<file path="src/rtl/id_hazard_forward_ctrl.sv">
// ID-stage operand forwarding and hazard controller.
// Picks the nearest producer (EX > MEM > WB) for each of NUM_SRC source operands.
// Sequences load-use stalls and data-memory wait freezes.
// Optional build macro: HAZARD_STATS_EN adds bubble/freeze cycle counters.
module id_hazard_forward_ctrl #(
  parameter int REG_AW     = 2,
  parameter int NUM_SRC    = 2,
  parameter int LOAD_STALL = 1,
  parameter int ZERO_REG   = 0
) (
  input  logic                      clk,
  input  logic                      reset_n,
  input  logic [NUM_SRC*REG_AW-1:0] src_addr,
  input  logic [NUM_SRC-1:0]        src_used,
  input  logic                      ex_wr_en,
  input  logic [REG_AW-1:0]         ex_rd,
  input  logic                      ex_is_load,
  input  logic                      mem_wr_en,
  input  logic [REG_AW-1:0]         mem_rd,
  input  logic                      mem_ready,
  input  logic                      wb_wr_en,
  input  logic [REG_AW-1:0]         wb_rd,
  output logic [2*NUM_SRC-1:0]      fwd_sel,
  output logic                      stall,
  output logic                      bubble,
  output logic                      freeze,
  output logic [1:0]                fsm_state
`ifdef HAZARD_STATS_EN
  ,
  input  logic                      stat_clr,
  output logic [15:0]               stat_lu,
  output logic [15:0]               stat_mem
`endif
);

  typedef enum logic [1:0] {
    RUN      = 2'b00,
    LU_STALL = 2'b01,
    MEM_WAIT = 2'b10
  } state_t;

  localparam logic [2:0] CNT_INIT = 3'(LOAD_STALL - 1);

  state_t state, state_nx;
  state_t saved, saved_nx;
  logic [2:0] cnt, cnt_nx;

  logic [NUM_SRC-1:0][REG_AW-1:0] addr;
  logic [NUM_SRC-1:0] match_ex, match_mem, match_wb;
  logic lu;

  assign addr = src_addr;

  // Per-operand producer match against each downstream stage.
  always_comb begin
    match_ex  = '0;
    match_mem = '0;
    match_wb  = '0;
    for (int unsigned i = 0; i < NUM_SRC; i++) begin
      if (src_used[i] && !((ZERO_REG != 0) && (addr[i] == '0))) begin
        match_ex[i]  = ex_wr_en  && (addr[i] == ex_rd);
        match_mem[i] = mem_wr_en && (addr[i] == mem_rd);
        match_wb[i]  = wb_wr_en  && (addr[i] == wb_rd);
      end
    end
  end

  assign lu = |match_ex && ex_is_load;

  // Forward select: nearest non-load producer wins, held at 0 during reset.
  always_comb begin
    fwd_sel = '0;
    for (int unsigned i = 0; i < NUM_SRC; i++) begin
      if (reset_n) begin
        if (match_ex[i] && !ex_is_load) fwd_sel[2*i +: 2] = 2'b11;
        else if (match_mem[i])          fwd_sel[2*i +: 2] = 2'b10;
        else if (match_wb[i])           fwd_sel[2*i +: 2] = 2'b01;
      end
    end
  end

  // State, saved state and load-use counter registers.
  always_ff @(posedge clk or negedge reset_n) begin
    if (!reset_n) begin
      state <= RUN;
      saved <= RUN;
      cnt   <= '0;
    end else begin
      state <= state_nx;
      saved <= saved_nx;
      cnt   <= cnt_nx;
    end
  end

  // Next-state logic. The counter holds the LU_STALL cycles still owed; the
  // RUN detect cycle already supplied one, so LOAD_STALL=1 never enters LU_STALL.
  always_comb begin
    state_nx = state;
    saved_nx = saved;
    cnt_nx   = cnt;
    if (!mem_ready) begin
      state_nx = MEM_WAIT;
      if (state != MEM_WAIT) saved_nx = state;
    end else begin
      case (state)
        MEM_WAIT: begin
          state_nx = saved;
          saved_nx = RUN;
        end
        RUN: begin
          if (lu && (LOAD_STALL > 1)) begin
            state_nx = LU_STALL;
            cnt_nx   = CNT_INIT;
          end
        end
        LU_STALL: begin
          cnt_nx = cnt - 3'd1;
          if (cnt_nx == '0) state_nx = RUN;
        end
        default: begin
          state_nx = RUN;
          cnt_nx   = '0;
        end
      endcase
    end
  end

  // Pipeline control outputs decoded from the current state.
  always_comb begin
    stall  = 1'b0;
    bubble = 1'b0;
    freeze = 1'b0;
    if (reset_n) begin
      case (state)
        RUN: begin
          stall  = lu;
          bubble = lu;
        end
        LU_STALL: begin
          stall  = 1'b1;
          bubble = 1'b1;
        end
        MEM_WAIT: begin
          stall  = 1'b1;
          freeze = 1'b1;
        end
        default: ;
      endcase
    end
  end

  assign fsm_state = state;

`ifdef HAZARD_STATS_EN
  // Saturating counts of bubble and freeze cycles.
  always_ff @(posedge clk or negedge reset_n) begin
    if (!reset_n) begin
      stat_lu  <= '0;
      stat_mem <= '0;
    end else if (stat_clr) begin
      stat_lu  <= '0;
      stat_mem <= '0;
    end else begin
      if (bubble && (stat_lu != '1))  stat_lu  <= stat_lu + 16'd1;
      if (freeze && (stat_mem != '1)) stat_mem <= stat_mem + 16'd1;
    end
  end
`else
  // Statistics counters are not built.
`endif

endmodule

</file>
<file path="config.mk">
export PLATFORM = sky130hd
export DESIGN_NAME = id_hazard_forward_ctrl
export DESIGN_NICKNAME = d
export VERILOG_FILES = /design/src/rtl/id_hazard_forward_ctrl.sv
export SDC_FILE = /design/constraint.sdc
export NUM_CORES = 1
export LEC_CHECK = 0
export CAP_MARGIN = 20
export CORE_MARGIN = 5
export CORE_UTILIZATION = 30
export CTS_BUF_LIST = sky130_fd_sc_hd__clkbuf_4
export CTS_CLUSTER_SIZE = 30
export DETAILED_ROUTE_END_ITERATION = 7
export DONT_BUFFER_PORTS = 1
export PLACE_DENSITY_LB_ADDON = 0.2
export SYNTH_ARGS = -nofsm -noshare
export SYNTH_HDL_FRONTEND = slang
export SYNTH_SLANG_ARGS = --single-unit
</file>
<file path="constraint.sdc">
create_clock -name clk -period 4.4 [get_ports clk]
set_clock_uncertainty 0.1 [all_clocks]
set_input_delay 0.88 -clock clk [delete_from_list [all_inputs] [get_ports clk]]
set_output_delay 0.88 -clock clk [all_outputs]
set_load 0.03 [all_outputs]
</file>
==> flow_summary.toml, run 1 <==
[route]
drc = 0
routedWlPerCell_um = 13.8
drt_iter0_markers = 10
num_vias = 554
drtAntennaViolNets = 0
drt-vias-per-instance = 5.08
drtPass1Iterations = 4
wirelength_um = 1500

[status]
status = "finished, final reports clean"

[critical_path]
critPathTopFamily = "compound AO/OA/AOI/OAI gates"
crit_path_start_kind = "input port"
rr_endpoint = "cnt[2]$_DFFE_PN0P_"
crit_chain = "xnor2_1, nand4_1, o32ai_1"
critPathRequiredTime_ns = 3.42
worstPathBufferInverterCount = 0
r2r_slack_ns = 2.60
endpoint_kind = "primary output"
slowest_delay_ns = 0.83
setup.worst_path.class = "input port to primary output"
cp_max_fo = 2
worst-endpoint-arrival_ns = 2.00
critPathSlowestCell = "o32ai_1"
rr_startpoint = "fsm_state[0]$_DFFE_PN0P_"
r2r_cells = 6

[place]
gp_congestion = 0.798
hpwlAfterDp_um = 1230
place_area_sq_um = 716
place_inst = 105
io_buffers = 0

[synth]
yosysUniqueCellTypes = 30
synth_nets = 103
yosys_warnings = 0
synthesis.area_sq_um = 684
synth-seq-area-share_pct = 25.6
synthCells = 78
ys_ff_latch = 7
synth.avg_cell_area_sq_um = 8.77

[timing]
finalHoldViolCount = 0
min_period_ns = 2.98
setup_violations = 0
slew_headroom_pct = 32.3
fin_crit_sh_pct = 67.8
tns_ns = 0
max_freq_mhz = 335
rsz0062_at_grt = "false"
tightest_slew_ns = 1.01
drv_slew = 0

[clock_network]
numCtsBuffers = 3
ctsHoldBuffers = 0
cts_setup_buffers = 0
cts_tree = "yes"
clock_latency_ns = 0.26
root_buffer = "clkbuf_4"
cts_buffer_depth = 2
cts-resized-gates = 0
cts_num_sinks = 7
clk_pin_slew_ns = 0.05
h-tree-depth = 1

[cells_and_area]
area_growth_syn_to_layout_pct = 8.96
multi_input_comb_area_sq_um = 483
layout.nets = 107
fill_cells = 231
layout_common_cells = "nand2_1, dfrtp_1"
design_area_sq_um = 746
drive_above_1_share_pct = 12.3
regArea_sq_um = 175
layout_commonest_cell = "nand2_1"
layout.cells.non_filler = 109
n_antenna_cell = 0

[floorplanning]
die_height_um = 57.8
die_area_sq_um = 3340
core_sq_um = 2190
die_w_um = 57.8
start_util_pct = 31.2
num_rows = 17
ios = 28

[power_and_ir_drop]
p_leak_nw = 0.290
power_density_nw_per_um2 = 248
peakVddDrop_mv = 0.141

[global_routing]
grt_pass1_vias = 552
antenna_found_initial = 0
grt_use_total_pct = 9.68
grt.overflow.total = 0
grt_pass1_wl_um = 2480
grt_max_degree = 16

[hold_path]
worst_hold_path_type = "input port to async pin"

[flow_run]
max_cap_violations = 0
## report_power, final
| group | switching (mW) | internal, mW | total (mW) |
|---|---|---|---|
| Sequential | 0.00577 | 0.0674 | 0.0731 |
| Combinational | 0.0271 | 0.0183 | 0.0455 |
| Clock | 0.0257 | 0.0409 | 0.0666 |
| Total | 0.0586 | 0.127 | 0.185 |
## per-stage QoR
step	setup slack (ns)	hold slack (ns)	util (%)	power, mW
2_1_floorplan	1.43	0.349	-	0.114
3_5_place_dp	1.41	0.370	32.7	0.120
3_3_place_gp	1.40	0.362	32.7	0.120
5_1_grt	1.33	0.191	34.0	0.198
6_report	1.42	0.215	34.0	0.185
4_1_cts	1.41	0.199	34.0	0.190
## state kept, by name, indices dropped and copies added (netlist names)
register	count
saved	2
cnt	3
fsm_state	2
## metal layers
metal | vias to the layer above | global-route usage, % | wire [um]
li1 | 278 | - | -
met1 | 255 | 11.0 | 602
met2 | 21 | 14.5 | 729
met3 | 0 | 6.01 | 167
met4 | 0 | 3.97 | 0
met5 | - | 0 | 0
## cell families (layout without fill, tap and decap cells)
family | count (synthesis) | after routing | share of synthesized area (%)
and+or+nand+nor | 26 | 26 | 20.7
muxes | 1 | 1 | 1.46
adders and majority gates | 6 | 6 | 11.0
xor gates and xnor gates | 12 | 12 | 15.4
DFF | 7 | 7 | 25.6
AOI/OAI and AO/OA | 19 | 19 | 22.1
buffers and inverters | 7 | 10 | 3.84
## synth_stat cells, drive strengths merged
library cell	number	share of area, %
a21oi	1	1.3
a22o	1	1.3
a31oi	1	1.8
and2	1	0.91
clkbuf	1	0.55
dfrtp	7	26
ha	6	11
inv	6	3.3
mux2i	1	1.5
nand2	9	4.9
nand2b	3	2.7
nand3	4	4.4
nand3b	1	1.1
nand4	2	1.8
nor2	3	1.6
nor2b	1	0.91
nor3	2	2.2
o211a	1	1.5
o211ai	1	1.1
o21a	4	4.4
o21ai	5	3.7
o311ai	1	1.3
o31ai	2	2.2
o32ai	2	3.7
xnor2	6	7.7
xor2	6	7.7
## worst max-delay path by stage
stage / endpoint / depth (start not counted) / startpoint
2_1_floorplan: fwd_sel[0] / 3 / reset_n
3_3_place_gp: fwd_sel[0] / 3 / mem_rd[0]
3_5_place_dp: fwd_sel[0] / 3 / mem_rd[0]
4_1_cts: fwd_sel[0] / 3 / mem_rd[0]
5_1_grt: fwd_sel[0] / 3 / wb_rd[0]
6_report: fwd_sel[0] / 3 / wb_rd[0]
## layout make-up
| type | count | area share (%) |
|---|---|---|
| clock buffers | 4 | 4.03 |
| multi-input cells | 64 | 64.8 |
| inverters | 6 | 3.02 |
| well taps | 28 | 4.70 |
| flip-flops and latches | 7 | 23.5 |
No activity file was read; power rests on OpenSTA's default activity.
==> run 2: changes to the inputs <==
Settings changed: ABC_AREA set to 1.
Clock period 4.4 ns to 2.5 ns, I/O delays scaled along.
==> run 2 against run 1 <==
Net effect:
- sequential share of layout area fell by 2.2 points
- synthesized cell count rose by 46%
- power rose by 110%
- cell count rose by 39%
- wire length rose by 13%
- critical path depth rose by 3
- final area rose by 10%
- clock power rose by 65%
- setup slack got worse by 1.2 ns
- die area rose by 4.1%
- critical endpoint is now bubble
==> flow_summary.toml, run 2 <==
[hold_path]
hold_path.startpoint = "mem_ready"
worst_hold_path_type = "input port to flop"
min_path_cells = 3
min_to = "saved[0]$_DFFE_PN0P_"

[global_routing]
grt_pass1_vias = 691
grt.overflow.total = 0
grt_use_total_pct = 9.91
grt_max_degree = 8
grt_pass1_wl_um = 2760
antenna_found_initial = 0

[synth]
synth.avg_cell_area_sq_um = 6.30
synth_flop_cell = "dfrtp_1"
synth_top_area_share_pct = 24.4
yosys_warnings = 0
ys_ff_latch = 7
synth_nets = 139
yosysMostFrequentCell = "nand2_1"
yosysTopAreaCell = "dfrtp_1"
synth_area_leaders = "dfrtp_1, nand2_1, ha_1"
synth-edff-count = 0
synthCells = 114
async_flop_share_pct = 100
yosysUniqueCellTypes = 19
synthTopCellsByCount = "nand2_1, inv_1, dfrtp_1"
synth-seq-area-share_pct = 24.4
synthesis.area_sq_um = 718

[floorplanning]
core_sq_um = 2250
die_w_um = 58.9
num_rows = 17
die_height_um = 58.9
ios = 28
start_util_pct = 31.9
die_area_sq_um = 3470

[critical_path]
worst-endpoint-arrival_ns = 1.72
cp_max_fo = 5
rr_endpoint = "cnt[1]$_DFFE_PN0P_"
endpoint_kind = "primary output"
critPathRequiredTime_ns = 1.90
rr_startpoint = "fsm_state[0]$_DFFE_PN0P_"
r2r_cells = 5
r2r_slack_ns = 0.79
crit_path_start_kind = "flop"
setup.worst_path.class = "flop to primary output"

[clock_network]
h-tree-depth = 1
root_buffer = "clkbuf_4"
clock_latency_ns = 0.24
numCtsBuffers = 3
clk_pin_slew_ns = 0.05
ctsHoldBuffers = 1
cts_buffer_depth = 2
cts_num_sinks = 7
cts_setup_buffers = 0
cts-resized-gates = 0
cts_tree = "yes"

[cells_and_area]
layout_common_cells = "nand2_1, inv_1, dfrtp_1"
design_area_sq_um = 823
layout.cells.non_filler = 151
layout.nets = 149
fill_cells = 255
layout_commonest_cell = "nand2_1"
top_register = "cnt"
utilization_pct = 36.5
area_growth_syn_to_layout_pct = 14.6
largest_register_ffs = 3
regArea_sq_um = 175
drive_above_1_share_pct = 18.7
n_antenna_cell = 0
multi_input_comb_area_sq_um = 457

[flow_run]
max_cap_violations = 0

[power_and_ir_drop]
peakVddDrop_mv = 0.330
power_mw = 0.384
power_density_nw_per_um2 = 467
pwr-share-comb_pct = 34.4
seqPwrFrac_pct = 37.0
power.switching_mw = 0.144
p_leak_nw = 0.433
switching_share_pct = 37.5
clkPwrFrac_pct = 28.6
intPower_mw = 0.240

[timing]
max_freq_mhz = 432
min_period_ns = 2.32
rsz0062_at_grt = "false"
drv_slew = 0
finalHoldViolCount = 0
fin_ws_ns = 0.184
setup_violations = 0
tightest_slew_ns = 0.401
hold_ws_ns = 0.387
fin_crit_sh_pct = 92.6
slew_headroom_pct = 73.3
tns_ns = 0

[place]
place_area_sq_um = 783
gp_congestion = 0.877
io_buffers = 0
hpwlAfterDp_um = 1460
place_ws_ns = 0.438
place_inst = 146

[route]
drtAntennaViolNets = 0
drtPass1Iterations = 4
wirelength_um = 1690
routedWlPerCell_um = 11.2
num_vias = 706
drc = 0
drt-vias-per-instance = 4.68
drt_iter0_markers = 25

[status]
status = "finished, final reports clean"
run 2: cell count changes in the layout (fill, tap and decap cells not counted), moves of 4 or more:
cell,before,now
nand2_1,9,40
inv_1,6,18
a21oi_1,0,6
inv_2,0,5
xnor2_1,6,1
buf_4,0,4
o21a_1,4,0
xor2_1,6,2
run 2: worst max-delay path, cell delays in order, from the launching register on:
cell,delay [ns]
dfrtp_1,0.52
inv_1,0.17
ha_1,0.24
nand2_1,0.07
inv_1,0.06
nand2_2,0.06
a21oi_2,0.35
run 2: kinds of logic after synthesis:
family	share of synthesized area (%)
adders and majority gates	10.5
buffers and inverters	12.0
AOI/OAI and AO/OA	13.8
DFF	24.4
xor gates and xnor gates	3.66
and+or+nand+nor	35.7
run 2: layer usage:
metal	up-vias	GRT usage (%)	share of wire (%)
li1	377	-	-
met1	305	11.3	43
met2	22	18.5	46
met3	2	3.07	11
met4	0	0.971	0.24
met5	-	0	0
run 2: worst max path at each step:
stage,cells past startpoint,slack [ns],end,from
floorplan,6,0.55,bubble,fsm_state[0]$_DFFE_PN0P_
global placement,6,0.47,stall,fsm_state[0]$_DFFE_PN0P_
detailed placement,6,0.44,bubble,fsm_state[0]$_DFFE_PN0P_
finish,6,0.18,bubble,fsm_state[0]$_DFFE_PN0P_
CTS,6,0.17,bubble,fsm_state[0]$_DFFE_PN0P_
global route,6,0.08,bubble,fsm_state[0]$_DFFE_PN0P_
run 2: final cells by class:
| type | count | share of cell area, % |
|---|---|---|
| Clock buffer | 4 | 3.65 |
| Inverter | 23 | 10.5 |
| Multi-Input combinational cell | 84 | 55.5 |
| Sequential cell | 7 | 21.3 |
| Tap cell | 28 | 4.26 |
| Timing Repair Buffer | 5 | 4.86 |
run 2: power groups by stage:
stage | sequential (mW) | combinational [mW] | clock (mW)
5_1_grt | 0.144 | 0.149 | 0.121
4_1_cts | 0.143 | 0.134 | 0.112
3_5_place_dp | 0.145 | 0.129 | 0
2_1_floorplan | 0.143 | 0.108 | 0
6_report | 0.142 | 0.132 | 0.110
3_3_place_gp | 0.144 | 0.130 | 0
